==> config.mk <==
export PLATFORM = sky130hd
export DESIGN_NAME = spi_regfile_peripheral
export DESIGN_NICKNAME = d
export VERILOG_FILES = /design/src/rtl/spi_regfile_peripheral.sv
export SDC_FILE = /design/constraint.sdc
export NUM_CORES = 1
export LEC_CHECK = 0
export CAP_MARGIN = 20
export CORE_AREA = 2 2 78 109
export DETAILED_ROUTE_END_ITERATION = 12
export DIE_AREA = 0 0 80 111
export PLACE_DENSITY_LB_ADDON = 0.05
export SYNTH_ARGS = -nofsm -noshare
export SYNTH_HDL_FRONTEND = slang
export SYNTH_SLANG_ARGS = --single-unit
==> constraint.sdc <==
create_clock -name clk -period 4.6 [get_ports clk]
set_input_delay 0.92 -clock clk [delete_from_list [all_inputs] [get_ports clk]]
set_output_delay 0.92 -clock clk [all_outputs]
set_load 0.03 [all_outputs]
==> src/rtl/spi_regfile_peripheral.sv <==
// SPI mode-0 target exposing a small register file.
// A frame is R/W bit (1 = write), ADDR_W address bits, DATA_W data bits, all MSB first.
// Writes commit only when nCS rises after exactly FRAME_W SCLK rising edges and the
// address is in range. Reads shift the addressed register out on CIPO.
// No valid/ready handshakes here: pins are sampled through synchronisers and the
// register file is presented as a flat bus with one-cycle commit/error strobes.
module spi_regfile_peripheral #(
    parameter int NUM_REGS    = 5,
    parameter int ADDR_W      = 7,
    parameter int DATA_W      = 8,
    parameter int SYNC_STAGES = 2
) (
    input  logic                         clk,
    input  logic                         rst_n,
    input  logic                         nCS,
    input  logic                         SCLK,
    input  logic                         COPI,
    output logic                         CIPO,
    output logic                         cipo_oe,
    output logic [NUM_REGS*DATA_W-1:0]   regs_flat,
    output logic                         wr_strobe,
    output logic [ADDR_W-1:0]            wr_addr,
    output logic                         frame_err,
    output logic [7:0]                   err_count
);

    localparam int FRAME_W = 1 + ADDR_W + DATA_W;
    // Counter must hold FRAME_W + 1, the overrun marker.
    localparam int CW      = $clog2(FRAME_W + 2);

    localparam logic [CW-1:0]     CNT_ADDR   = CW'(ADDR_W);
    localparam logic [CW-1:0]     CNT_HDR    = CW'(1 + ADDR_W);
    localparam logic [CW-1:0]     CNT_FULL   = CW'(FRAME_W);
    localparam logic [CW-1:0]     CNT_OVR    = CW'(FRAME_W + 1);
    localparam logic [ADDR_W:0]   NUM_REGS_W = (ADDR_W + 1)'(NUM_REGS);

    typedef enum logic [1:0] {
        IDLE  = 2'd0,
        SHIFT = 2'd1,
        DONE  = 2'd2
    } state_t;

    state_t                 state;
    logic [SYNC_STAGES-1:0] ncs_sync;
    logic [SYNC_STAGES-1:0] sclk_sync;
    logic [SYNC_STAGES-1:0] copi_sync;
    logic                   ncs_hist;
    logic                   sclk_hist;
    logic                   ncs_s;
    logic                   sclk_s;
    logic                   copi_s;
    logic                   ncs_fall;
    logic                   ncs_rise;
    logic                   sclk_rise;
    logic                   sclk_fall;

    logic [CW-1:0]          cnt;
    logic [FRAME_W-1:0]     shreg;
    logic [FRAME_W-1:0]     next_sh;
    logic                   rw_bit;
    logic                   pend_start;
    logic [DATA_W-1:0]      shadow;
    logic [DATA_W-1:0]      rd_val;
    logic                   read_phase;

    logic                   fr_rw;
    logic [ADDR_W-1:0]      fr_addr;
    logic [DATA_W-1:0]      fr_data;
    logic                   addr_ok;

    logic [DATA_W-1:0]      regs [NUM_REGS];

    // Synchronise the three pins and keep one history flop for edge detection.
    always_ff @(posedge clk or negedge rst_n) begin
        if (!rst_n) begin
            ncs_sync  <= '1;
            sclk_sync <= '0;
            copi_sync <= '0;
            ncs_hist  <= 1'b1;
            sclk_hist <= 1'b0;
        end else begin
            ncs_sync  <= {ncs_sync[SYNC_STAGES-2:0], nCS};
            sclk_sync <= {sclk_sync[SYNC_STAGES-2:0], SCLK};
            copi_sync <= {copi_sync[SYNC_STAGES-2:0], COPI};
            ncs_hist  <= ncs_sync[SYNC_STAGES-1];
            sclk_hist <= sclk_sync[SYNC_STAGES-1];
        end
    end

    assign ncs_s     = ncs_sync[SYNC_STAGES-1];
    assign sclk_s    = sclk_sync[SYNC_STAGES-1];
    assign copi_s    = copi_sync[SYNC_STAGES-1];
    assign ncs_fall  = ncs_hist & ~ncs_s;
    assign ncs_rise  = ~ncs_hist & ncs_s;
    assign sclk_rise = ~sclk_hist & sclk_s;
    assign sclk_fall = sclk_hist & ~sclk_s;

    // The driver is enabled for as long as the synchronised chip select is low.
    assign cipo_oe = ~ncs_s;

    assign next_sh    = {shreg[FRAME_W-2:0], copi_s};
    assign read_phase = !rw_bit && (cnt >= CNT_HDR);

    assign fr_rw   = shreg[FRAME_W-1];
    assign fr_addr = shreg[FRAME_W-2 -: ADDR_W];
    assign fr_data = shreg[DATA_W-1:0];
    assign addr_ok = ({1'b0, fr_addr} < NUM_REGS_W);

    // Read-back value for the address completing on this SCLK edge; 0 when out of range.
    always_comb begin
        rd_val = '0;
        for (int i = 0; i < NUM_REGS; i++) begin
            if (next_sh[ADDR_W-1:0] == ADDR_W'(i)) begin
                rd_val = regs[i];
            end
        end
    end

    // Frame FSM: shifting, read shadow, commit/reject and error accounting.
    always_ff @(posedge clk or negedge rst_n) begin
        if (!rst_n) begin
            state      <= IDLE;
            cnt        <= '0;
            shreg      <= '0;
            rw_bit     <= 1'b0;
            pend_start <= 1'b0;
            shadow     <= '0;
            CIPO       <= 1'b0;
            wr_strobe  <= 1'b0;
            frame_err  <= 1'b0;
            wr_addr    <= '0;
            err_count  <= '0;
            for (int i = 0; i < NUM_REGS; i++) begin
                regs[i] <= '0;
            end
        end else begin
            wr_strobe <= 1'b0;
            frame_err <= 1'b0;
            case (state)
                IDLE: begin
                    CIPO <= 1'b0;
                    // A falling nCS wins over any SCLK edge seen in the same cycle.
                    if (ncs_fall || pend_start) begin
                        state      <= SHIFT;
                        cnt        <= '0;
                        shreg      <= '0;
                        rw_bit     <= 1'b0;
                        pend_start <= 1'b0;
                    end
                end
                SHIFT: begin
                    if (ncs_rise) begin
                        // An SCLK rise coinciding with nCS rise is deliberately dropped.
                        state <= DONE;
                        CIPO  <= 1'b0;
                    end else begin
                        if (sclk_rise) begin
                            if (cnt != CNT_OVR) begin
                                cnt <= cnt + 1'b1;
                            end
                            if (cnt < CNT_FULL) begin
                                shreg <= next_sh;
                            end
                            if (cnt == '0) begin
                                rw_bit <= copi_s;
                            end
                            // Snapshot the addressed register once the address is complete.
                            if (cnt == CNT_ADDR && !rw_bit) begin
                                shadow <= rd_val;
                            end
                        end
                        if (sclk_fall && read_phase) begin
                            CIPO   <= shadow[DATA_W-1];
                            shadow <= shadow << 1;
                        end
                    end
                end
                DONE: begin
                    state <= IDLE;
                    CIPO  <= 1'b0;
                    if (ncs_fall) begin
                        pend_start <= 1'b1;
                    end
                    if (cnt == CNT_FULL && fr_rw && addr_ok) begin
                        for (int i = 0; i < NUM_REGS; i++) begin
                            if (fr_addr == ADDR_W'(i)) begin
                                regs[i] <= fr_data;
                            end
                        end
                        wr_strobe <= 1'b1;
                        wr_addr   <= fr_addr;
                    end else if (!(cnt == CNT_FULL && !fr_rw)) begin
                        frame_err <= 1'b1;
                        if (err_count != 8'hFF) begin
                            err_count <= err_count + 8'd1;
                        end
                    end
                end
                default: begin
                    state <= IDLE;
                end
            endcase
        end
    end

    // Flatten the register array onto the output bus.
    for (genvar g = 0; g < NUM_REGS; g++) begin : g_flat
        assign regs_flat[g*DATA_W +: DATA_W] = regs[g];
    end

endmodule

Word-level counts from Yosys, hierarchy flattened
Cells that the tools add are included.
{ "totals": {"regBits": 99} }
{ "op_classes": {"add_sub_neg": 2, "order_cmp": 3, "n_eq_ne": 23, "n_mux": 36, "bitwise": 11, "reduce_logical": 33} }
{ "ops": {"columns": ["cell", "count"], "rows": [
  ["two-way mux 16 bit", 4],
  ["two-way mux 8 bit", 8],
  ["one-hot mux 16 bit (2 select lines)", 1],
  ["== test 7 x 2 -> 1 bit, second input constant", 4],
  ["two-way mux 5 bit", 4],
  ["AND reduction 3 bit", 6],
  ["inequality test 2 bit, second input constant", 8],
  ["AND reduction 5 bit", 3],
  ["== test 7 x 1 -> 1 bit, second input constant", 2],
  ["== test 7 x 3 -> 1 bit, second input constant", 2],
  ["zero test 7 bit", 2],
  ["two-way mux 1 bit", 12],
  ["one-hot mux 5 bit (2 select lines)", 1],
  ["nonzero test 2 bit", 5],
  ["adder 8 x 1 -> 8 bit, second input constant", 1],
  ["inequality test 8 bit, second input constant", 1],
  ["AND reduction 4 bit", 2],
  ["less-than comparator 7 x 3 -> 1 bit, second input constant", 1],
  ["inverter 1 bit", 7],
  ["logical AND 1 bit", 6],
  ["one-hot mux 1 bit (2 select lines)", 3],
  ["AND reduction 2 bit", 3],
  ["adder 5 x 1 -> 5 bit, second input constant", 1],
  ["== test 5 x 3 -> 1 bit, second input constant", 1],
  ["15 further kinds", 20]
]} }

Depth between registers and ports, before layout
Gate-level depths: netlist (run 1).
{ "logic_depth": {"ltp_word": 9, "mapped_depth": 7, "depth_no_buf": 6} }

Worst setup path before layout (run 1)
Ideal clock, no wire load.
{ "synth_path": {"kind": "register to register", "start": "reg shreg[12]", "end": "reg regs (netlist bit regs_flat[16])", "setup_time_ps": 125, "arrival_time_ps": 1999, "t_required_ps": 4475, "path_slack_ps": 2476, "stages_incl_launch_ff": 5, "synth_period_minus_slack_ps": 2124, "path_cell_list": "dfrtp_1 > or4_4 > nor4_4 > nand3_4 > mux2_4"} }
{ "synth_via": {"elab_chain_len": 3} }
{ "synth_rtl": {"columns": ["item", "line_no", "text"], "rows": [
  ["start: declaration", "58", "logic [FRAME_W-1:0] shreg;"],
  ["start signal: assignment", "162", "shreg <= next_sh;"],
  ["less-than comparator 7 x 3 -> 1 bit", "107", "assign addr_ok = ({1'b0, fr_addr} < NUM_REGS_W);"],
  ["logical AND 1 bit", "184", "if (cnt == CNT_FULL && fr_rw && addr_ok) begin"],
  ["AND reduction 3 bit (no line) (*)", null, null],
  ["end signal: indexed assignment", "187", "regs[i] <= fr_data;"],
  ["end: declaration", "71", "logic [DATA_W-1:0] regs [NUM_REGS];"]
]} }
Every way passes the cells marked *; elsewhere a longest branch is shown, timed or not.
A chain may end at the register's enable or synchronous reset.

Worst setup path in the final report (run 1)
{ "layout_path": {"start": "reg state[0]", "end": "reg shreg[1]"} }
{ "layout_via": {"elab_chain_len": 3} }
{ "layout_rtl": {"columns": ["item", "line_no", "text"], "rows": [
  ["start: declaration", "43", "state_t state;"],
  ["start signal: assignment", "122", "state <= IDLE;"],
  ["start signal: assignment", "144", "state <= SHIFT;"],
  ["start signal: assignment", "154", "state <= DONE;"],
  ["== test 2 x 1 -> 1 bit or zero test 2 bit (tied branches)", "139", "case (state)"],
  ["inequality test 2 bit (no line) or nonzero test 2 bit (tied branches)", null, null],
  ["AND reduction 5 bit (no line)", null, null]
]} }
Parallel ways exist; a longest one is shown, timed or not.

==> results.sh, run 1 <==
export IMPL_tritoncts_num_buffers=9
export IMPL_die_x_microns=80
export IMPL_antenna_found_initial=0
export IMPL_core_rowCount=39
export IMPL_synthesis_area_per_instance_sq_um=12.4
export IMPL_cts_path_max_buffers=2
export IMPL_grt_max_degree=75
export IMPL_layout_cells_non_filler=535
export IMPL_syn_instance_count=365
export IMPL_setup_violations=0
export IMPL_worst_hold_slack_ns=0.349
export IMPL_hold_viol_final=0
export IMPL_clkLatencyLatePin_ns=0.34
export IMPL_critical_path_endpoint_type="flip-flop"
export IMPL_gr_total_overflow=0
export IMPL_ys_seq_area_share_pct=54.7
export IMPL_initial_core_util_pct=56.7
export IMPL_grt_pass1_vias=3236
export IMPL_cp_data_required_time_ns=4.86
export IMPL_rsz_0062_raised_after_global_routing="false"
export IMPL_hold_buffers_post_cts=0
export IMPL_yosysUniqueCellTypes=51
export IMPL_synthesis_area_sq_um=4540
export IMPL_crit_chain="nor2b_1 -> buf_4 -> nand4b_1 -> a22oi_1 -> buf_4 -> mux2i_1"
export IMPL_drv_max_cap_violation_count=0
export IMPL_nNetsFinal=437
export IMPL_vias_per_cell=5.73
export IMPL_min_period_ns=3.04
export IMPL_ir_worst_vdd_uv=251
export IMPL_outcome="finished clean"
export IMPL_fmaxAchievable_mhz=329
export IMPL_place_detailed_instances=519
export IMPL_tritoncts_num_sinks=99
export IMPL_totalNegativeSetupSlack_ns=0
export IMPL_timing_max_slew_rel_slack_pct=33.6
export IMPL_reg2regPathDepth=6
export IMPL_post_cts_buffers=0
export IMPL_critPathMaxStageDelay_ns=0.97
export IMPL_number_of_cells_upsized_or_downsized_after_cts=0
export IMPL_cts_tree="built"
export IMPL_worst_slew_pin_slew_ns=0.996
export IMPL_period_share_pct=66.1
export IMPL_antenna_diode_count=0
export IMPL_crit_path_frequent_cell="buf_4"
export IMPL_drt_pass1_iter_count=4
export IMPL_grt_util_all_layers_pct=23.5
export IMPL_first_pass_grt_wire_length_microns=16100
export IMPL_routed_wire_length_per_instance_microns=17.7
export IMPL_report_final_slew_viol_count=0
export IMPL_synthFlopType="dfrtp_1"
export IMPL_dpl_worst_slack_ns=1.60
export IMPL_cellLeakagePower_nw=2.48
export IMPL_hpwl_microns=6650
export IMPL_skew_ns=0.00671
export IMPL_final_fill_count=608
export IMPL_die_area_sq_um=8880
export IMPL_power_density_nw_per_um2=411
export IMPL_number_of_ports_placed_on_the_die_boundary=64
export IMPL_holdCritPathClass="reg -> reg"
export IMPL_cts_clk_slew_worst_paths_ns=0.06
export IMPL_number_of_flops_mapped_to_enable_cells_by_yosys=0
export IMPL_wirelength_microns=9490
export IMPL_ant_nets=0
export IMPL_route_vias_total=3068
export IMPL_layout_area_overhead_vs_synth_pct=23.7
export IMPL_final_layout_size_suffix_gt1_share_pct=21.2
export IMPL_route_detailed_drc=0
export IMPL_timing_critical_path_from_type="flip-flop"
export IMPL_syn_num_nets=374
export IMPL_path_max_fanout=22
export IMPL_cts_htree_levels=3
export IMPL_postLayoutSetupSlackWorst_ns=1.56
export IMPL_arrival_ns=3.30
export IMPL_die_height_microns=111
export IMPL_cts_root_buf="clkbuf_16"
export IMPL_dr_first_iter_drc_count=180
export IMPL_timing_worst_setup_path_type="reg -> reg"
export IMPL_synthesis_yosys_warnings=0
export IMPL_postSynthRegisterBits=99
export IMPL_gp_congestion=0.832
export IMPL_core_area_sq_um=8000
export IMPL_hold_path_depth=0
export IMPL_async_flop_share_pct=100
export IMPL_worst_path_max_delay_cell="a22oi_1"
export IMPL_number_of_port_buffers=63
==> power by group <==
part           leakage, nW  switching [mW]  internal [mW]
Sequential            1.35           0.101          0.922
Clock                0.169           0.322          0.547
Combinational        0.960           0.237          0.176
Total                 2.48           0.660           1.65
==> synth_stat cells (all sizes together) (2+ instances only) <==
cell type | count | share of area (%)
nor2 | 19 | 1.6
or2 | 8 | 1.1
nor4 | 2 | 0.74
and4 | 3 | 0.58
and3 | 2 | 0.28
or4 | 2 | 0.41
a221oi | 8 | 1.5
dfstp | 3 | 1.7
nor2b | 4 | 0.55
nand4 | 3 | 0.41
nor3 | 2 | 0.22
buf | 6 | 0.61
dfrtp | 96 | 53
o31ai | 7 | 1.2
clkbuf | 9 | 0.74
inv | 23 | 1.9
nand2b | 4 | 0.55
mux2 | 43 | 11
ha | 4 | 1.1
o21ai | 8 | 0.88
mux4 | 8 | 4.0
xnor2 | 5 | 0.97
a211oi | 2 | 0.33
nand3 | 11 | 2.0
a21oi | 7 | 0.77
and2 | 6 | 0.83
o2bb2ai | 2 | 0.39
mux2i | 18 | 4.0
o211ai | 8 | 1.3
nand2 | 27 | 2.4
==> flip-flops by register name, summed over array words and instances, names as in the netlist <==
name        count
regs_flat      40
shreg          16
err_count       8
shadow          8
wr_addr         7
cnt             5
copi_sync       2
ncs_sync        2
sclk_sync       2
state           2
CIPO            1
frame_err       1
ncs_hist        1
pend_start      1
rw_bit          1
sclk_hist       1
wr_strobe       1
==> final cells by class <==
type                            instances  area [sq um]  area share [%]
Clock buffer                           10           239            4.26
Timing Repair Buffer                   67           658            11.7
Clock inverter                          6           111            1.98
Tap cell                              102           128            2.27
Sequential cell                        99          2480            44.2
Multi-Input combinational cell        228          1910            34.0
Inverter                               23          86.3            1.54
==> per-layer routing <==
metal  GRT usage (%)  vias to the layer above  wire length [microns]
met2            38.2                       59                   4930
met4            8.47                        0                    183
met1            31.2                     1563                   4020
met3            4.72                       12                    356
met5               0                        -                      0
li1                -                     1434                      -
==> per-stage QoR <==
stage | total power [mW] | cell area, sq um | util (%)
global placement | 1.44 | 5260 | 65.7
global route | 2.41 | 5610 | 70.1
detailed placement | 1.45 | 5260 | 65.7
floorplan | 1.31 | 4540 | -
CTS | 2.33 | 5610 | 70.1
finish | 2.31 | 5610 | 70.1
==> critical path: cells and delay by family, from the launching register on <==
kind | cells | cell delay, ns
AO/OA/AOI/OAI | 1 | 0.97
AND/OR/NAND/NOR | 2 | 0.70
multiplexers | 1 | 0.23
flip-flops | 1 | 0.43
buffers and inverters | 2 | 0.63
==> cell families after synthesis <==
| logic type | count (synthesis) | share of synthesized area (%) |
|---|---|---|
| AOI/OAI and AO/OA | 50 | 8.06 |
| xor gates and xnor gates | 5 | 0.965 |
| adders and majority gates | 4 | 1.10 |
| buffers and inverters | 38 | 3.26 |
| DFF | 99 | 54.7 |
| muxes | 69 | 18.8 |
| and+or+nand+nor | 100 | 13.1 |
==> layout by cell type, fill, tap and decap left out, types with 4 or more instances in the layout <==
cell | synthesis | layout
dfrtp_1 | 96 | 96
clkdlybuf4s50_1 | 0 | 62
mux2_2 | 41 | 41
nand2_1 | 26 | 26
inv_1 | 23 | 23
nor2_1 | 19 | 19
mux2i_1 | 18 | 18
clkbuf_16 | 0 | 9
o21ai_0 | 8 | 8
o211ai_1 | 8 | 8
or2_2 | 8 | 8
nand3_1 | 8 | 8
a221oi_1 | 8 | 8
mux4_2 | 8 | 8
a21oi_1 | 7 | 7
o31ai_1 | 7 | 7
and2_1 | 6 | 6
xnor2_1 | 5 | 5
buf_4 | 0 | 5
nor2b_1 | 4 | 4
nand2b_1 | 4 | 4
ha_1 | 4 | 4
==> path summary, 6_finish.rpt <==
kind	endpoint	startpoint	slack, ns
worst max-delay path	shreg[1]	state[0]	1.56
worst min-delay path	sclk_sync[1]	sclk_sync[0]	0.35
worst max register to register	shreg[1]	state[0]	1.56
worst min register to register	sclk_sync[1]	sclk_sync[0]	0.35
max in group asynchronous	shreg[4]	rst_n	3.00
min in group asynchronous	err_count[4]	rst_n	0.70
(Power assumes the default switching activity.)
==> inputs of run 2 (changes only) <==
CORE_AREA = 2 2 81 114   (was 2 2 78 109)
DIE_AREA = 0 0 83 116   (was 0 0 80 111)
clock period = 3.1 ns   (was 4.6 ns; I/O delays follow)
==> run 2 against run 1 <==
  * Cell count increased by 0.93%
  * Worst hold slack got worse by 0.067 ns
  * Total power increased by 41%
  * Design area decreased by 0.42%
  * Core utilization decreased by 4.8 points
  * Clock power increased by 28%
  * Worst setup slack got worse by 0.76 ns
  * Wire length increased by 2.5%
  * Largest cell class unchanged
==> results.sh, run 2 (synthesis gave the netlist of run 1 again) <==
export IMPL_nNetsFinal=439
export IMPL_globalRouteMet3Util_pct=2.78
export IMPL_cp_startpoint="cnt[1]"
export IMPL_holdCritPathClass="in -> async"
export IMPL_vias_per_cell=5.74
export IMPL_worst_slew_pin_slew_ns=0.711
export IMPL_worst_hold_slack_ns=0.282
export IMPL_die_height_microns=116
export IMPL_number_of_cells_upsized_or_downsized_after_cts=0
export IMPL_largest_register_ffs=40
export IMPL_post_cts_buffers=0
export IMPL_wirelength_microns=9730
export IMPL_route_vias_total=3098
export IMPL_gr_total_overflow=0
export IMPL_crit_chain="inv_1 -> ha_1 -> nand4bb_1 -> nor4_4 -> nand3_4 -> mux2_2"
export IMPL_grt_util_all_layers_pct=21.7
export IMPL_critPathMaxStageDelay_ns=0.62
export IMPL_layout_area_overhead_vs_synth_pct=23.2
export IMPL_gp_congestion=0.767
export IMPL_routed_wire_length_per_instance_microns=18.0
export IMPL_regArea_sq_um=2480
export IMPL_grt_pass1_vias=3121
export IMPL_tritoncts_num_sinks=99
export IMPL_ant_nets=0
export IMPL_die_area_sq_um=9630
export IMPL_fin_util_pct=65.3
export IMPL_antenna_found_initial=0
export IMPL_cts_clk_slew_worst_paths_ns=0.07
export IMPL_path_max_fanout=8
export IMPL_worstReg2RegStart="cnt[1]"
export IMPL_ir_worst_vdd_uv=394
export IMPL_outcome="finished clean"
export IMPL_place_detailed_instances=524
export IMPL_grtUsageMet1_pct=28.2
export IMPL_skew_ns=0.00465
export IMPL_fmaxAchievable_mhz=435
export IMPL_cts_tree="built"
export IMPL_mostFrequentLayoutCell="dfrtp_1"
export IMPL_cp_data_required_time_ns=3.33
export IMPL_initial_core_util_pct=53.0
export IMPL_dr_first_iter_drc_count=209
export IMPL_totalNegativeSetupSlack_ns=0
export IMPL_final_fill_count=682
export IMPL_cellLeakagePower_nw=2.46
export IMPL_grt_busiest_layer="met2"
export IMPL_min_period_ns=2.30
export IMPL_grt_max_degree=56
export IMPL_reg2reg_to="regs_flat[26]"
export IMPL_clkLatencyLatePin_ns=0.34
export IMPL_drv_max_cap_violation_count=0
export IMPL_timing_worst_setup_path_type="reg -> reg"
export IMPL_hold_buffers_post_cts=0
export IMPL_layout_common_cells="96 x dfrtp_1, 62 x clkdlybuf4s50_1, 41 x mux2_2"
export IMPL_hold_viol_final=0
export IMPL_cts_root_buf="clkbuf_16"
export IMPL_rsz_0062_raised_after_global_routing="false"
export IMPL_drt_pass1_iter_count=4
export IMPL_core_rowCount=40
export IMPL_arrival_ns=2.52
export IMPL_number_of_ports_placed_on_the_die_boundary=64
export IMPL_final_layout_size_suffix_gt1_share_pct=21.4
export IMPL_multi_input_area_sq_um=1910
export IMPL_power_density_nw_per_um2=581
export IMPL_timing_max_slew_rel_slack_pct=52.6
export IMPL_worst_path_max_delay_cell="nor4_4"
export IMPL_cts_path_max_buffers=2
export IMPL_layout_cells_non_filler=540
export IMPL_die_x_microns=83
export IMPL_antenna_diode_count=0
export IMPL_tritoncts_num_buffers=9
export IMPL_hpwl_microns=6740
export IMPL_critical_path_endpoint_type="flip-flop"
export IMPL_number_of_port_buffers=63
export IMPL_setup_violations=0
export IMPL_first_pass_grt_wire_length_microns=16200
export IMPL_route_detailed_drc=0
export IMPL_timing_critical_path_from_type="flip-flop"
export IMPL_cts_htree_levels=3
export IMPL_grt_use_met2_pct=36.3
export IMPL_reg2reg_slack_ns=0.80
export IMPL_report_final_slew_viol_count=0
export IMPL_period_share_pct=74.1
export IMPL_core_area_sq_um=8560
export IMPL_reg2regPathDepth=6
-- run 2: changes by cell type in the layout (fill, tap and decap cells not counted) --
cell        delta
buf_12         +1
clkinvlp_4     +2
clkinv_4       +1
bufinv_16      -2
clkbuf_8       -1
inv_6          -1
buf_4          +1
clkbuf_1       +1
-- run 2: power breakdown --
part	internal, mW	switching (mW)
Sequential	1.37	0.151
Combinational	0.267	0.353
Clock	0.625	0.483
Total	2.26	0.987
-- run 2: area by class of cell --
| type | count | share of cell area (%) |
|---|---|---|
| flip-flops and latches | 99 | 44.4 |
| multi-input cells | 228 | 34.1 |
| repair buffers | 69 | 12.3 |
| clock buffers | 10 | 4.10 |
| well taps | 105 | 2.35 |
| inverters | 23 | 1.55 |
| clock inverters | 6 | 1.19 |
-- run 2: layer usage --
metal	vias up	share of wire, %
li1	1441	-
met1	1580	42
met2	65	52
met3	12	3.7
met4	0	1.6
met5	-	0
-- run 2: worst max path at each step --
stage	to	slack (ns)	cells past startpoint
after detailed placement	regs_flat[26]	0.81	4
after floorplan	regs_flat[16]	0.98	4
after global routing	shadow[6]	0.62	4
final	regs_flat[26]	0.80	6
after CTS	regs_flat[26]	0.78	4
after global placement	regs_flat[25]	0.86	4
-- run 2: through the flow --
stage / area [sq um] / worst slack (ns) / power [mW]
3_3_place_gp: 5290 / 0.855 / 2.15
2_1_floorplan: 4540 / 0.976 / 1.94
4_1_cts: 5590 / 0.778 / 3.29
5_1_grt: 5590 / 0.616 / 3.42
6_report: 5590 / 0.803 / 3.25
3_5_place_dp: 5290 / 0.814 / 2.17
-- run 2: worst max-delay path: cells and delay by family (launching register included) --
family | cells | cell delay (ns)
simple gates | 3 | 1.11
flops | 1 | 0.40
mux | 1 | 0.34
fa+ha+maj | 1 | 0.21
buf+inv | 1 | 0.11
==> inputs of run 3 (changes only) <==
CORE_AREA = 2 2 85 119   (was 2 2 81 114)
DIE_AREA = 0 0 87 121   (was 0 0 83 116)
clock period = 2.1 ns   (was 3.1 ns; I/O delays follow)
==> run 3 against run 2 <==
  * Sequential share of layout area decreased by 1.6 points
  * Register-to-register slack got worse by 0.70 ns
  * Die area rose by 9.3%
  * Critical endpoint is now regs_flat[16]
==> results.sh, run 3 (synthesis gave the netlist of run 1 again) <==
export IMPL_number_of_ports_placed_on_the_die_boundary=64
export IMPL_ir_worst_vdd_uv=473
export IMPL_route_detailed_drc=0
export IMPL_grt_max_degree=38
export IMPL_cts_path_max_buffers=2
export IMPL_nNetsFinal=458
export IMPL_period_share_pct=95.1
export IMPL_hold_viol_final=0
export IMPL_cp_data_required_time_ns=2.33
export IMPL_clkLatencyLatePin_ns=0.34
export IMPL_p_clk_share_pct=34.9
export IMPL_largest_register_ffs=40
export IMPL_min_period_ns=2.00
export IMPL_tritoncts_num_sinks=99
export IMPL_core_rowCount=42
export IMPL_wirelength_microns=10100
export IMPL_number_of_port_buffers=63
export IMPL_path_max_fanout=8
export IMPL_worst_slew_pin_slew_ns=0.536
export IMPL_grt_util_all_layers_pct=20.5
export IMPL_portion_of_total_power_attributed_to_combinational_logic_pct=22.4
export IMPL_grt_pass1_vias=3265
export IMPL_die_area_sq_um=10500
export IMPL_fmaxAchievable_mhz=501
export IMPL_hold_buffers_post_cts=0
export IMPL_layout_area_overhead_vs_synth_pct=27.9
export IMPL_number_of_cells_upsized_or_downsized_after_cts=0
export IMPL_power_net_switching_mw=1.52
export IMPL_initial_core_util_pct=48.2
export IMPL_power_switching_fraction_pct=29.7
export IMPL_timing_worst_setup_path_type="reg -> reg"
export IMPL_cts_clk_slew_worst_paths_ns=0.07
export IMPL_reg2reg_slack_ns=0.10
export IMPL_gp_congestion=0.859
export IMPL_worstReg2RegStart="shreg[12]"
export IMPL_skew_ns=0.00384
export IMPL_tritoncts_num_buffers=9
export IMPL_drv_max_cap_violation_count=0
export IMPL_final_layout_size_suffix_gt1_share_pct=25.6
export IMPL_layout_common_cells="96 x dfrtp_1, 62 x clkdlybuf4s50_1, 41 x mux2_2"
export IMPL_antenna_diode_count=0
export IMPL_reg2reg_to="regs_flat[16]"
export IMPL_intPower_mw=3.60
export IMPL_cts_tree="built"
export IMPL_holdCritPathClass="in -> async"
export IMPL_cellLeakagePower_nw=2.58
export IMPL_antenna_found_initial=0
export IMPL_arrival_ns=2.22
export IMPL_drt_pass1_iter_count=4
export IMPL_gr_total_overflow=0
export IMPL_setup_violations=0
export IMPL_die_height_microns=121
export IMPL_reg2regPathDepth=5
export IMPL_report_final_slew_viol_count=0
export IMPL_totalNegativeSetupSlack_ns=0
export IMPL_first_pass_grt_wire_length_microns=16700
export IMPL_timing_critical_path_from_type="flip-flop"
export IMPL_critical_path_endpoint_type="flip-flop"
export IMPL_cts_root_buf="clkbuf_16"
export IMPL_die_x_microns=87
export IMPL_power_frac_seq_pct=42.7
export IMPL_dr_first_iter_drc_count=117
export IMPL_timing_max_slew_rel_slack_pct=64.3
export IMPL_hpwl_microns=7220
export IMPL_ant_nets=0
export IMPL_outcome="finished clean"
export IMPL_post_cts_buffers=0
export IMPL_rsz_0062_raised_after_global_routing="false"
export IMPL_power_density_nw_per_um2=883
export IMPL_core_area_sq_um=9410
export IMPL_total_power_mw=5.12
export IMPL_routed_wire_length_per_instance_microns=17.9
export IMPL_cts_htree_levels=3
export IMPL_vias_per_cell=5.59
export IMPL_mostFrequentLayoutCell="dfrtp_1"
export IMPL_route_vias_total=3154
==> run 3: cell count changes in the layout (fill, tap and decap cells not counted) <==
| cell | before | now |
|---|---|---|
| or4b_4 | 0 | 1 |
| or4b_1 | 1 | 0 |
| nand4bb_1 | 1 | 0 |
| ha_1 | 4 | 3 |
| inv_6 | 0 | 3 |
| clkinv_4 | 1 | 0 |
| nand4bb_4 | 0 | 1 |
| clkbuf_1 | 1 | 0 |
| bufinv_16 | 1 | 2 |
| buf_4 | 6 | 24 |
| clkinvlp_4 | 3 | 1 |
| ha_2 | 0 | 1 |
| buf_12 | 1 | 2 |
==> run 3: stage by stage <==
stage	std cells	instance area [sq um]	setup slack (ns)	hold slack, ns	util, %
after floorplan	365	4540	0.0918	0.124	-
after global placement	548	5450	0.0838	0.333	58.0
after detailed placement	548	5450	0.0336	0.335	58.0
after CTS	564	5780	0.0135	0.0601	61.4
after global routing	564	5800	0.00583	0.0799	61.7
final	564	5800	0.103	0.0407	61.7
==> run 3: worst max-delay path: stages (launching register included) <==
cell	delay, ns
dfrtp_1	0.41
or4_4	0.58
nor4_4	0.17
buf_4	0.22
nand3_4	0.16
mux2_4	0.34
==> run 3: final cells by class <==
cell class	count	area, sq um
Clock buffer	9	225
Clock inverter	7	98.8
Fill cell	751	3610
Inverter	23	86.3
Multi-Input combinational cell	228	1930
Sequential cell	99	2480
Tap cell	110	138
Timing Repair Buffer	88	841
==> run 3: how the worst max path moves through the flow <==
stage	start	depth (start not counted)	end
global placement	shreg[12]	3	wr_addr[6]
global route	cnt[1]	7	regs_flat[16]
finish	shreg[12]	5	regs_flat[16]
floorplan	shreg[12]	4	regs_flat[16]
detailed placement	cnt[1]	7	regs_flat[17]
CTS	cnt[1]	7	regs_flat[16]
==> run 3: power groups by stage <==
stage               sequential, mW  combinational [mW]  clock [mW]
floorplan                     2.22               0.651           0
global placement              2.22                1.12           0
detailed placement            2.23                1.14           0
CTS                           2.19                1.15        1.82
global route                  2.21                1.26        1.91
finish                        2.19                1.15        1.79
==> run 3: layer usage <==
metal  global-route usage [%]  wire [microns]  up-vias
met5                        0               0        -
met2                     34.2            5230       56
met1                     27.1            4380     1605
li1                         -               -     1480
met4                     5.66             143        0
met3                     4.08             317       13
